**config.mk**
```make
export PLATFORM = sky130hd
export DESIGN_NAME = instr_fetch_unit
export DESIGN_NICKNAME = d
export VERILOG_FILES = /design/src/rtl/instr_fetch_unit.sv
export SDC_FILE = /design/constraint.sdc
export NUM_CORES = 1
export LEC_CHECK = 0
export ABC_CLOCK_PERIOD_IN_PS = 3400
export CORE_UTILIZATION = 45
export DETAILED_ROUTE_END_ITERATION = 8
export GPL_TIMING_DRIVEN = 1
export PLACE_DENSITY = 0.8
export REMOVE_ABC_BUFFERS = 1
export SYNTH_ARGS = -nofsm -noshare
export SYNTH_HDL_FRONTEND = slang
export SYNTH_SLANG_ARGS = --single-unit
export TNS_END_PERCENT = 10
```
**constraint.sdc**
```tcl
create_clock -name clk -period 3.4 [get_ports clk]
set_input_delay 0.85 -clock clk [delete_from_list [all_inputs] [get_ports clk]]
set_output_delay 0.85 -clock clk [all_outputs]
set_load 0.01 [all_outputs]
```
**src/rtl/instr_fetch_unit.sv**
```systemverilog
// Fetch stage: PC generation, 1-cycle-latency I-Mem reads and a 2-entry skid FIFO toward decode.
// Optional: define FETCH_PERF_CNT_EN to add saturating fetch/stall performance counters.
module instr_fetch_unit #(
  parameter int                  INSTR_WIDTH = 32,
  parameter int                  PC_WIDTH    = 9,
  parameter logic [PC_WIDTH-1:0] RESET_PC    = '0
) (
  input  logic                   clk,
  input  logic                   reset,
  input  logic                   start,
  input  logic                   halt_req,
  input  logic                   redirect,
  input  logic [PC_WIDTH-1:0]    redirect_pc,
  output logic [PC_WIDTH-1:0]    imem_addr,
  output logic                   imem_rd_en,
  input  logic [INSTR_WIDTH-1:0] imem_dout,
  output logic [INSTR_WIDTH-1:0] instr_out,
  output logic [PC_WIDTH-1:0]    instr_pc,
  output logic                   instr_valid,
  input  logic                   instr_ready,
  output logic                   halted
`ifdef FETCH_PERF_CNT_EN
  ,
  output logic [31:0]            fetch_cnt,
  output logic [31:0]            stall_cnt
`endif
);

  typedef enum logic [1:0] {S_IDLE, S_RUN, S_HALTED} state_e;

  state_e                 state_q, state_d;
  logic [PC_WIDTH-1:0]    pc_q, pc_d;
  logic                   infl_q, infl_d;
  logic [PC_WIDTH-1:0]    tag_q, tag_d;
  // Head entry drives the outputs directly; skid entry holds the second slot.
  logic                   hd_v_q, hd_v_d;
  logic [INSTR_WIDTH-1:0] hd_data_q, hd_data_d;
  logic [PC_WIDTH-1:0]    hd_pc_q, hd_pc_d;
  logic                   sk_v_q, sk_v_d;
  logic [INSTR_WIDTH-1:0] sk_data_q, sk_data_d;
  logic [PC_WIDTH-1:0]    sk_pc_q, sk_pc_d;

  logic       pop, push, issue;
  logic [1:0] occ;

  always_comb begin
    state_d   = state_q;
    pc_d      = pc_q;
    infl_d    = 1'b0;
    tag_d     = tag_q;
    hd_v_d    = hd_v_q;
    hd_data_d = hd_data_q;
    hd_pc_d   = hd_pc_q;
    sk_v_d    = sk_v_q;
    sk_data_d = sk_data_q;
    sk_pc_d   = sk_pc_q;

    pop  = hd_v_q & instr_ready;
    push = infl_q & ~redirect;
    occ  = {1'b0, hd_v_q} + {1'b0, sk_v_q} + {1'b0, infl_q};
    // A slot freed by this cycle's pop counts as available, sustaining 1 instr/cycle.
    issue = (state_q == S_RUN) & ~halt_req & ~redirect & ((occ - {1'b0, pop}) < 2'd2);

    case (state_q)
      S_IDLE:    if (start) state_d = S_RUN;
      S_RUN:     if (halt_req) state_d = S_HALTED;
      S_HALTED:  if (start && !halt_req) state_d = S_RUN;
      default:   state_d = S_IDLE;
    endcase

    if (redirect)   pc_d = redirect_pc;
    else if (issue) pc_d = pc_q + 1'b1;

    infl_d = issue;
    if (issue) tag_d = pc_q;

    if (redirect) begin
      hd_v_d = 1'b0;
      sk_v_d = 1'b0;
    end else if (pop && push) begin
      if (sk_v_q) begin
        hd_data_d = sk_data_q;
        hd_pc_d   = sk_pc_q;
        sk_data_d = imem_dout;
        sk_pc_d   = tag_q;
      end else begin
        hd_data_d = imem_dout;
        hd_pc_d   = tag_q;
      end
    end else if (pop) begin
      if (sk_v_q) begin
        hd_data_d = sk_data_q;
        hd_pc_d   = sk_pc_q;
        sk_v_d    = 1'b0;
      end else begin
        hd_v_d = 1'b0;
      end
    end else if (push) begin
      if (!hd_v_q) begin
        hd_v_d    = 1'b1;
        hd_data_d = imem_dout;
        hd_pc_d   = tag_q;
      end else begin
        sk_v_d    = 1'b1;
        sk_data_d = imem_dout;
        sk_pc_d   = tag_q;
      end
    end
  end

  always_ff @(posedge clk) begin
    if (reset) begin
      state_q   <= S_IDLE;
      pc_q      <= RESET_PC;
      infl_q    <= 1'b0;
      tag_q     <= '0;
      hd_v_q    <= 1'b0;
      hd_data_q <= '0;
      hd_pc_q   <= '0;
      sk_v_q    <= 1'b0;
      sk_data_q <= '0;
      sk_pc_q   <= '0;
    end else begin
      state_q   <= state_d;
      pc_q      <= pc_d;
      infl_q    <= infl_d;
      tag_q     <= tag_d;
      hd_v_q    <= hd_v_d;
      hd_data_q <= hd_data_d;
      hd_pc_q   <= hd_pc_d;
      sk_v_q    <= sk_v_d;
      sk_data_q <= sk_data_d;
      sk_pc_q   <= sk_pc_d;
    end
  end

  assign imem_addr   = pc_q;
  assign imem_rd_en  = issue;
  assign instr_out   = hd_data_q;
  assign instr_pc    = hd_pc_q;
  assign instr_valid = hd_v_q;
  assign halted      = (state_q == S_HALTED);

`ifdef FETCH_PERF_CNT_EN
  always_ff @(posedge clk) begin
    if (reset) begin
      fetch_cnt <= '0;
      stall_cnt <= '0;
    end else begin
      if (pop && (fetch_cnt != '1)) fetch_cnt <= fetch_cnt + 32'd1;
      if (hd_v_q && !instr_ready && (stall_cnt != '1)) stall_cnt <= stall_cnt + 32'd1;
    end
  end
`endif

endmodule
```
==> Word level (Yosys, flattened, before mapping) <==
Cells that the tools add are included.
{ "totals": {"inputBits": 47, "wordCells": 83, "reg_bits": 105} }
{ "op_classes": {"eq_ne": 10, "add_sub_neg": 4, "bitwise_logic": 8, "reduce_logical": 16, "mux": 34, "order_cmp": 1} }
{ "op_table": {"columns": ["operator", "count"], "rows": [
  ["$mux W32", 11],
  ["$mux W9", 13],
  ["$reduce_bool A2 Y1", 5],
  ["$add A9 B1 Y9 const B", 1],
  ["$reduce_and A3 Y1", 3],
  ["$ne A2 B2 Y1 const B", 4],
  ["$mux W1", 6],
  ["$mux W2", 3],
  ["$pmux W2 S3", 1],
  ["$and A1 B1 Y1", 5],
  ["$reduce_and A5 Y1", 1],
  ["$ne A2 B1 Y1 const B", 2],
  ["$reduce_and A4 Y1", 1],
  ["$ne A3 B1 Y1 const B", 1],
  ["$ne A3 B2 Y1 const B", 1],
  ["$not A1 Y1", 3],
  ["$reduce_bool A3 Y1", 1],
  ["$add A1 B1 Y2", 1],
  ["$add A2 B1 Y2", 1],
  ["$eq A2 B1 Y1 const B", 1],
  ["$eq A2 B2 Y1 const B", 1],
  ["$logic_and A1 B1 Y1", 2],
  ["$logic_not A2 Y1", 1],
  ["$lt A2 B2 Y1 const B", 1],
  ["3 further kinds", 3]
]} }

==> Logic depth before layout (Yosys ltp) <==
Gate-level depths: netlist (run 1).
{ "depth": {"ltp_word": 7, "mapped_depth": 10} }

==> Worst setup path before layout (run 1) <==
OpenSTA, ideal clock, no wires.
{ "synth_timing": {"path_type": "input to output", "startpoint": "input instr_ready", "endpoint": "output imem_rd_en", "path_stages": 9, "path_buffers": 1, "arrival_time_ns": 2.442, "slack_ns": 0.108, "cell_sequence": "nand2_1 -> inv_1 -> ha_1 -> inv_1 -> ha_1 -> a21oi_2 -> mux2i_2 -> clkbuf_1 -> nor2_1"} }
{ "synth_between": {"elab_chain_len": 4} }
{ "synth_lines": {"columns": ["item", "line", "text"], "rows": [
  ["from (decl)", "20", "input logic instr_ready,"],
  ["$and A1 B1 Y1", "58", "pop = hd_v_q & instr_ready;"],
  ["$sub A2 B1 Y2", "62", "issue = (state_q == S_RUN) & ~halt_req & ~redirect & ((occ - {1'b0, pop}) < 2'd2);"],
  ["$lt A2 B2 Y1", "62", null],
  ["$and A1 B1 Y1", "62", null],
  ["to (decl)", "15", "output logic imem_rd_en,"]
]} }
Every way passes these cells.

==> Worst setup path after layout (run 1) <==
Same ends and word-level chain as after synthesis.

==> results of run 1 <==
## synth_stat cells, types with 2 or more instances
| master | instances | area, um2 |
|---|---|---|
| or4_1 | 2 | 15.01 |
| o21ai_0 | 13 | 65.06 |
| buf_2 | 4 | 20.02 |
| o31ai_1 | 2 | 15.01 |
| a221oi_1 | 2 | 17.52 |
| nand3_1 | 15 | 75.07 |
| a211oi_1 | 42 | 315.3 |
| nor2_1 | 53 | 198.9 |
| nand2_1 | 89 | 334.1 |
| buf_1 | 2 | 7.510 |
| a21oi_1 | 53 | 265.3 |
| inv_1 | 9 | 33.78 |
| and3_1 | 2 | 12.51 |
| dfxtp_1 | 105 | 2102 |
| mux2i_1 | 42 | 420.4 |
| nand2b_1 | 2 | 12.51 |
| nor3_1 | 2 | 10.01 |
| clkbuf_1 | 33 | 123.9 |
| ha_1 | 5 | 62.56 |
| or3_1 | 2 | 12.51 |
| a311oi_1 | 4 | 35.03 |
| nor3b_1 | 2 | 15.01 |
## path summary, 6_finish.rpt
| path | slack (ps) | endpoint | depth (start not counted) |
|---|---|---|---|
| max | 80 | imem_rd_en | 10 |
| min | 460 | sk_data_q[14] | 2 |
| max reg2reg | 1000 | imem_addr[6] | 10 |
| min reg2reg | 460 | sk_data_q[14] | 2 |
## sequential cells by signal (all words and copies together), names as in the netlist
register / flops
sk_data_q: 32
instr_valid: 1
instr_out: 32
state_q: 2
instr_pc: 9
imem_addr: 9
tag_q: 9
infl_q: 1
sk_pc_q: 9
sk_v_q: 1
## layer usage
layer	vias to the layer above	global-route usage [%]	routed length (um)
met3	14	3.537	487
met2	100	33.83	4564
met4	0	7.915	149
li1	1929	-	-
met1	1782	23.83	4424
met5	-	0	0
## cell type report
cell class / count / area, um2
tap: 129 / 161.4
multi-input combinational: 352 / 2091
inverter: 9 / 33.78
fill: 791 / 3625
timing repair buffer: 114 / 1120
sequential: 105 / 2102
clock inverter: 5 / 43.79
clock buffer: 11 / 151.4
## kinds of logic after synthesis
logic type      synth area share, %
simple gates                  17.34
xor+xnor                     0.2007
buf+inv                       4.414
compound gates                18.26
flops                         48.15
mux                           10.20
fa+ha+maj                     1.433
## what timing repair did
action,4_1_cts,5_1_grt
setup endpoints to repair,1,0
gates resized for setup,5,0
hold endpoints to repair,0,0
## worst max-delay path, delay by kind of cell
kind | cells | cell delay [ps]
AOI/OAI and AO/OA | 1 | 200
adders and majority gates | 2 | 530
buffers and inverters | 4 | 460
and+or+nand+nor | 2 | 140
muxes | 1 | 270
## power groups by stage
stage | Sequential [mW] | Clock (mW) | Combinational (mW)
after detailed placement | 1.29 | 0 | 0.191
final | 1.26 | 0.759 | 0.191
after floorplan | 1.29 | 0 | 0.0591
after CTS | 1.26 | 0.779 | 0.192
after global placement | 1.29 | 0 | 0.187
after global routing | 1.27 | 0.823 | 0.208
==> run_results.csv, run 1 <==
group,metric,value,unit
setup_path,crit_fanout,2,
power_and_ir_drop,comb_power_share,8.6,%
drt,drtPass1Iterations,4,
power_and_ir_drop,p_switching,0.5454,mW
die,rows,35,
setup_path,r2r_start,"instr_valid",
layout,final_common_cell,"dfxtp_1",
die,start_util,46.80,%
clock_tree,htreeDepth,3,
power_and_ir_drop,seq_power_share,57.1,%
setup_path,worstPathCellList,"dlygate4sd2_1 > nand2_1 > inv_1 > ha_1 > inv_1 > ha_1 > a21oi_2 > mux2i_2 > nor2_1 > buf_2",
sta,max_freq,301.7,MHz
layout,finalInstanceArea,5703,um2
setup_path,cp-start-kind,"primary input",
worst_hold_path,min_from,"sk_data_q[14]",
sta,worstMarginPinSlew,1058,ps
worst_hold_path,worstHoldPathType,"reg2reg",
layout,final_cell_mix,"105 x dfxtp_1, 96 x clkdlybuf4s50_1, 89 x nand2_1, 53 x nor2_1, 52 x a21oi_1",
outcome,status,"finished clean",
clock_tree,cts_setup_buffers,0,
global_routing,grt_pass1_wl,15.97,mm
clock_tree,clockBufferDepth,2,
clock_tree,cts_num_sinks,105,
drt,initialDrtViolationCount,115,
logic_synthesis,ys.flop_type,"dfxtp_1",
power_and_ir_drop,pwr-share-clk,34.3,%
placed_design,placed_cells,709,
drt,antenna_left,0,
layout,nNetsFinal,643,
placed_design,port-buffer-count,99,
power_and_ir_drop,switching_share,24.64,%
sta,setup_violations,0,
logic_synthesis,syn_avg_cell_area,8.627,um2
layout,area_growth,30.64,%
sta,setup-tns-final,0,ps
run,maxCapViolCount,0,
sta,slew_violations,0,
placed_design,postPlaceCellArea,5514,um2
die,core,9328,um2
drt,wl_per_cell,13.28,um
global_routing,grt_usage,19.49,%
layout,drive_above_1_share,6.879,%
setup_path,crit_required,2550,ps
global_routing,grt_overflow,0,
sta,rsz0062_at_grt,"false",
clock_tree,clockRootBuffer,"clkbuf_8",
power_and_ir_drop,power,2.214,mW
logic_synthesis,synth_edf_count,0,
global_routing,grt_pass1_vias,3623,
clock_tree,cts_tree,"yes",
setup_path,critical_path_class,"in2out",
sta,max_slew_margin,29.47,%
logic_synthesis,synth_seq_cells,105,
sta,fin_skew,14.00,ps
sta,fin_crit_sh,97.50,%
global_routing,grt_max_degree,106,
placed_design,dpl_worst_slack,-450.3,ps
sta,fin_ws,84.94,ps
sta,fin_hold_ws,458.9,ps
die,dieWidth,100.5,um
placed_design,gp_congestion,0.7340,
power_and_ir_drop,intPower,1.668,mW
setup_path,slowest_delay,270,ps
drt,routed-via-count,3825,
layout,utilization,61.14,%
die,num_io_pins,100,
clock_tree,cts_made_buffers,9,
drt,drc,0,
setup_path,critPathArrivalTime,2470,ps
global_routing,antenna_found_initial,0,
logic_synthesis,syn-instance-count,506,
setup_path,startpoint,"instr_ready",
clock_tree,clk_latency,370,ps
logic_synthesis,syn_area,4365,um2
power_and_ir_drop,p_per_area,388.2,nW/um2
layout,insertedDiodeCount,0,
logic_synthesis,synthArstFlopShare,0,%
clock_tree,path_clk_slew,100,ps
sta,hold_viol,0,
die,die_area,10100,um2
logic_synthesis,yosysSeqAreaShare,48.15,%
clock_tree,hold_buffers,0,
power_and_ir_drop,irDropWorstVdd,0.0002327,V
setup_path,cp_slowest_cell,"ha_1",
placed_design,dp_hpwl,6.340,mm
setup_path,endpoint_kind,"primary output",
sta,post-route-min-period,3315,ps
logic_synthesis,yosys_warnings,0,
drt,post_drt_via_cell_ratio,5.276,
logic_synthesis,synth_cell_types,43,
power_and_ir_drop,power.leakage,2.170,nW
drt,wl,9.625,mm
layout,final_cell_count_no_fill,725,
die,die_y,100.5,um
Power figures use the tool's default switching activity.
==> inputs of run 2 (changes only) <==
--- a/config.mk
+++ b/config.mk
@@ -8,7 +8,7 @@
 export ABC_CLOCK_PERIOD_IN_PS = 3400
 export CORE_UTILIZATION = 45
 export DETAILED_ROUTE_END_ITERATION = 8
-export GPL_TIMING_DRIVEN = 1
+export GPL_TIMING_DRIVEN = 0
 export PLACE_DENSITY = 0.8
 export REMOVE_ABC_BUFFERS = 1
 export SYNTH_ARGS = -nofsm -noshare
==> run 2 against run 1 <==
Via count is 0.58% higher. Global-route usage grew 0.52 points. Die area is the same. Count of clock-buffer cells in the layout stayed put. Sequential power about the same. Total power fell by 0.81%. Final cell count down 0.69%. Worst setup slack better by 5.6 ps. Non-clock buffer count is 6 lower. Sequential share of layout area down 0.33 points. Worst hold slack got worse by 1.9 ps. Clock power down 3.0%. Critical path type unchanged. Critical endpoint unchanged. Largest cell class is now multi-input combinational cells. Largest power group unchanged. Highest routed layer unchanged.
==> run_results.csv, run 2 (synthesis results as in run 1) <==
group,metric,value,unit
outcome,status,"finished clean",
clock_tree,path_clk_slew,90,ps
global_routing,grt_overflow,0,
sta,setup_violations,0,
sta,max_slew_margin,46.67,%
drt,initialDrtViolationCount,127,
placed_design,dp_hpwl,6.621,mm
layout,multi_input_area,2137,um2
layout,nFillCells,820,
sta,rsz0062_at_grt,"false",
setup_path,critical_path_class,"in2out",
die,die_y,100.5,um
die,start_util,46.80,%
sta,post-route-min-period,3309,ps
clock_tree,cts_made_buffers,9,
die,core,9328,um2
setup_path,crit_top_cell,"inv_2",
sta,hold_viol,0,
power_and_ir_drop,power.leakage,2.158,nW
die,num_io_pins,100,
setup_path,worstPathCellList,"dlygate4sd2_1 > nand2_2 > inv_2 > ha_1 > inv_2 > ha_4 > a21oi_4 > mux2i_4 > nor2_1 > buf_2",
sta,fin_crit_sh,97.34,%
power_and_ir_drop,comb_power_share,8.9,%
sta,setup-tns-final,0,ps
setup_path,cp-start-kind,"primary input",
drt,antenna_left,0,
sta,slew_violations,0,
setup_path,crit_fanout,4,
setup_path,cp_slowest_cell,"dlygate4sd2_1",
drt,post_drt_via_cell_ratio,5.343,
placed_design,gp_congestion,0.7186,
clock_tree,clk_latency,360,ps
power_and_ir_drop,p_per_area,381.6,nW/um2
layout,insertedDiodeCount,0,
power_and_ir_drop,irDropWorstVdd,0.0001837,V
drt,drtPass1Iterations,4,
layout,nNetsFinal,638,
layout,seqCellArea,2102,um2
drt,wl_per_cell,13.82,um
power_and_ir_drop,seq_power_share,57.6,%
setup_path,endpoint_kind,"primary output",
worst_hold_path,worstHoldPathType,"reg2reg",
clock_tree,cts_num_sinks,105,
placed_design,port-buffer-count,99,
clock_tree,cts_tree,"yes",
power_and_ir_drop,p_switching,0.5426,mW
die,rows,35,
setup_path,crit_required,2550,ps
power_and_ir_drop,pwr-share-clk,33.5,%
global_routing,grt_pass1_wl,16.36,mm
global_routing,grt_pass1_vias,3563,
layout,final_cell_mix,"105 x dfxtp_1, 95 x clkdlybuf4s50_1, 88 x nand2_1, 53 x nor2_1, 52 x a21oi_1",
die,dieWidth,100.5,um
setup_path,slowest_delay,270,ps
setup_path,critPathArrivalTime,2460,ps
die,die_area,10100,um2
power_and_ir_drop,intPower,1.653,mW
layout,final_common_cell,"dfxtp_1",
global_routing,grt_max_degree,95,
drt,wl,9.953,mm
global_routing,grt_usage,20.00,%
layout,area_growth,31.81,%
layout,drive_above_1_share,6.937,%
sta,worstMarginPinSlew,800.0,ps
clock_tree,hold_buffers,0,
clock_tree,clockBufferDepth,2,
global_routing,antenna_found_initial,0,
placed_design,dpl_worst_slack,-1237,ps
run,maxCapViolCount,0,
sta,fin_ws,90.54,ps
setup_path,cpLargestDelayFamily,"buffers and inverters",
drt,routed-via-count,3847,
clock_tree,clockRootBuffer,"clkbuf_8",
clock_tree,htreeDepth,3,
sta,max_freq,302.2,MHz
setup_path,worst-path-buf-inv,4,
drt,drc,0,
sta,fin_skew,10.81,ps
power_and_ir_drop,switching_share,24.71,%
-- run 2: cell count changes in the layout (fill, tap and decap cells not counted), moves of 2 or more --
cell and delta:
buf_4 -10, buf_16 +3, buf_8 +2, inv_2 +2, inv_1 -2
-- run 2: what timing repair did --
item | CTS | global route
setup endpoints to repair | 89 | 39
pin swaps | 1 | 1
gates resized for setup | 11 | 4
gates cloned | 1 | 0
setup buffers | 2 | 1
-- run 2: final cells by class --
type	count	area share, %
sequential	105	36.53
clock buffer	11	2.457
timing repair buffer	108	19.68
tap	129	2.805
inverter	9	0.5871
clock inverter	5	0.8045
multi-input combinational	353	37.14
-- run 2: worst paths after layout --
kind,slack [ps],cells past startpoint,from,to
hold / removal,460,2,sk_pc_q[5],sk_pc_q[5]
setup / recovery,90,10,instr_ready,imem_rd_en
setup reg to reg,730,10,instr_valid,imem_addr[8]
hold reg to reg,460,2,sk_pc_q[5],sk_pc_q[5]
-- run 2: metal layers --
layer	up-vias	routed length (um)	track usage, %
li1	1924	-	-
met2	116	4862	35.14
met1	1790	4461	24.66
met3	17	493	3.745
met5	-	0	0
met4	0	136	6.577
-- run 2: stage by stage --
step / instances / power (mW) / util, % / hold slack [ps] / instance area (um2)
floorplan: 466 / 1.354 / - / 429.6 / 4207
global placement: 694 / 1.475 / 57.45 / 440.6 / 5359
detailed placement: 700 / 1.483 / 59.06 / 446.1 / 5509
CTS: 719 / 2.212 / 61.65 / 459.4 / 5751
global route: 720 / 2.285 / 61.69 / 477.8 / 5754
finish: 720 / 2.196 / 61.69 / 457.0 / 5754
-- run 2: power by group through the flow --
stage	Combinational [mW]	Sequential [mW]	Clock (mW)
finish	0.194	1.27	0.736
global route	0.210	1.27	0.806
CTS	0.194	1.26	0.753
detailed placement	0.191	1.29	0
global placement	0.183	1.29	0
floorplan	0.0591	1.29	0
-- run 2: worst reg2reg max path, cell delays in order (launching register included) --
cell and delay [ps]:
dfxtp_1 570, nand2_2 150, inv_2 90, ha_1 230, inv_2 70, ha_4 200
a21oi_4 170, mux2i_4 90, buf_4 200, or4_1 520, a311oi_1 290
==> inputs of run 3 (changes only) <==
--- a/config.mk
+++ b/config.mk
@@ -11,6 +11,7 @@
 export GPL_TIMING_DRIVEN = 0
 export PLACE_DENSITY = 0.8
 export REMOVE_ABC_BUFFERS = 1
+export SKIP_LAST_GASP = 1
 export SYNTH_ARGS = -nofsm -noshare
 export SYNTH_HDL_FRONTEND = slang
 export SYNTH_SLANG_ARGS = --single-unit
==> run 3 against run 2 <==
Worst hold slack better by 1.5 ps. Sequential power about the same. Register-to-register slack worse by 70 ps. Via count down 0.99%. Total power about the same. Cell area about the same. Final cell count unchanged. Die area unchanged. Global-route usage about the same. Sequential share of layout area about the same. Count of clock-buffer cells in the layout unchanged. Sequential cell count unchanged. Largest cell class unchanged. Largest power group unchanged. Highest routed layer unchanged.
==> run_results.csv, run 3 (synthesis results as in run 1) <==
group,metric,value,unit
setup_path,cp-start-kind,"primary input",
power_and_ir_drop,p_switching,0.5410,mW
layout,multi_input_area,2125,um2
layout,drive_above_1_share,6.261,%
sta,setup_violations,0,
clock_tree,cts_num_sinks,105,
layout,area_growth,31.70,%
worst_hold_path,worstHoldPathType,"reg2reg",
setup_path,critical_path_class,"in2reg",
layout,final_cell_count_no_fill,720,
drt,drc,0,
global_routing,grt_usage,19.96,%
clock_tree,path_clk_slew,90,ps
layout,nNetsFinal,638,
placed_design,postPlaceCellArea,5509,um2
placed_design,dpl_worst_slack,-1237,ps
clock_tree,cts_made_buffers,9,
setup_path,crit_fanout,25,
global_routing,grt_pass1_wl,16.32,mm
layout,utilization,61.64,%
setup_path,r2r_start,"instr_valid",
layout,insertedDiodeCount,0,
setup_path,critPathArrivalTime,3600,ps
sta,fin_skew,11.24,ps
die,die_y,100.5,um
power_and_ir_drop,switching_share,24.65,%
sta,fin_hold_ws,458.5,ps
run,maxCapViolCount,0,
sta,slew_violations,0,
layout,nFillCells,820,
sta,hold_viol,0,
die,die_area,10100,um2
setup_path,startpoint,"redirect",
global_routing,grt_pass1_vias,3580,
power_and_ir_drop,power,2.194,mW
sta,post-route-min-period,3331,ps
sta,fin_ws,68.50,ps
layout,final_cell_mix,"105 x dfxtp_1, 95 x clkdlybuf4s50_1, 88 x nand2_1, 53 x nor2_1, 52 x a21oi_1",
power_and_ir_drop,intPower,1.653,mW
setup_path,crit_required,3670,ps
drt,post_drt_via_cell_ratio,5.290,
drt,wl_per_cell,13.82,um
global_routing,grt_max_degree,95,
drt,routed-via-count,3809,
power_and_ir_drop,power.leakage,2.175,nW
outcome,status,"finished clean",
placed_design,placed_cells,700,
layout,seqCellArea,2102,um2
clock_tree,clockRootBuffer,"clkbuf_8",
drt,met3_length,450,um
worst_hold_path,min_from,"sk_data_q[26]",
power_and_ir_drop,comb_power_share,8.9,%
sta,fin_crit_sh,97.99,%
power_and_ir_drop,irDropWorstVdd,0.0001870,V
layout,finalInstanceArea,5749,um2
clock_tree,cts_tree,"yes",
sta,max_freq,300.2,MHz
drt,wl_met2,4.844,mm
drt,drtPass1Iterations,4,
clock_tree,hold_buffers,0,
global_routing,antenna_found_initial,0,
die,start_util,46.80,%
global_routing,grt_overflow,0,
sta,rsz0062_at_grt,"true",
power_and_ir_drop,p_per_area,381.7,nW/um2
die,dieWidth,100.5,um
die,rows,35,
drt,top_layer_used,"met4",
clock_tree,clockBufferDepth,2,
setup_path,endpoint_kind,"register",
clock_tree,clk_latency,360,ps
clock_tree,htreeDepth,3,
sta,worstMarginPinSlew,798.9,ps
layout,final_common_cell,"dfxtp_1",
drt,wl,9.949,mm
placed_design,gp_congestion,0.7186,
placed_design,port-buffer-count,99,
die,core,9328,um2
power_and_ir_drop,pwr-share-clk,33.5,%
power_and_ir_drop,seq_power_share,57.7,%
die,num_io_pins,100,
sta,setup-tns-final,0,ps
drt,met1Wirelength,4.524,mm
sta,max_slew_margin,46.74,%
placed_design,dp_hpwl,6.621,mm
drt,initialDrtViolationCount,115,
drt,antenna_left,0,
## run 3: cell count changes in the layout (fill, tap and decap cells not counted)
cell	change
clkbuf_2	-1
inv_1	+2
inv_2	-2
ha_4	-1
ha_1	+1
dlymetal6s2s_1	+1
## run 3: path summary, 6_finish.rpt
| kind | to | slack (ps) | cells past startpoint |
|---|---|---|---|
| worst min register to register | sk_data_q[26] | 460 | 2 |
| worst max-delay path | instr_out[22] | 70 | 9 |
| worst min-delay path | sk_data_q[26] | 460 | 2 |
| worst max register to register | imem_addr[8] | 660 | 10 |
## run 3: timing repair
item | CTS | global route
pin swaps | 1 | 2
gates cloned | 1 | 0
setup endpoints to repair | 89 | 39
resized for setup | 5 | 5
buffers inserted | 2 | 1
## run 3: critical path, stage by stage
cell	delay, ps
dlygate4sd2_1	720
nand2b_1	350
inv_1	80
ha_1	220
nand2_1	160
o21a_2	550
buf_12	290
mux2i_1	100
a211oi_1	250
## run 3: cell type report
class                      instances  share of cell area [%]
clock buffer                      11                   2.459
inverter                           9                  0.5876
tap                              129                   2.807
sequential                       105                   36.56
multi-input combinational        353                   36.95
clock inverter                     5                  0.8052
timing repair buffer             108                   19.83
## run 3: routing by layer
metal / vias up / global-route usage [%]
met4: 0 / 6.800
met2: 105 / 35.09
li1: 1925 / -
met5: - / 0
met3: 13 / 3.814
met1: 1766 / 24.43
## run 3: power groups by stage
stage	combinational (mW)	sequential [mW]	clock, mW
after global routing	0.210	1.27	0.806
after global placement	0.183	1.29	0
after CTS	0.194	1.26	0.753
final	0.195	1.27	0.734
after detailed placement	0.191	1.29	0
after floorplan	0.0591	1.29	0
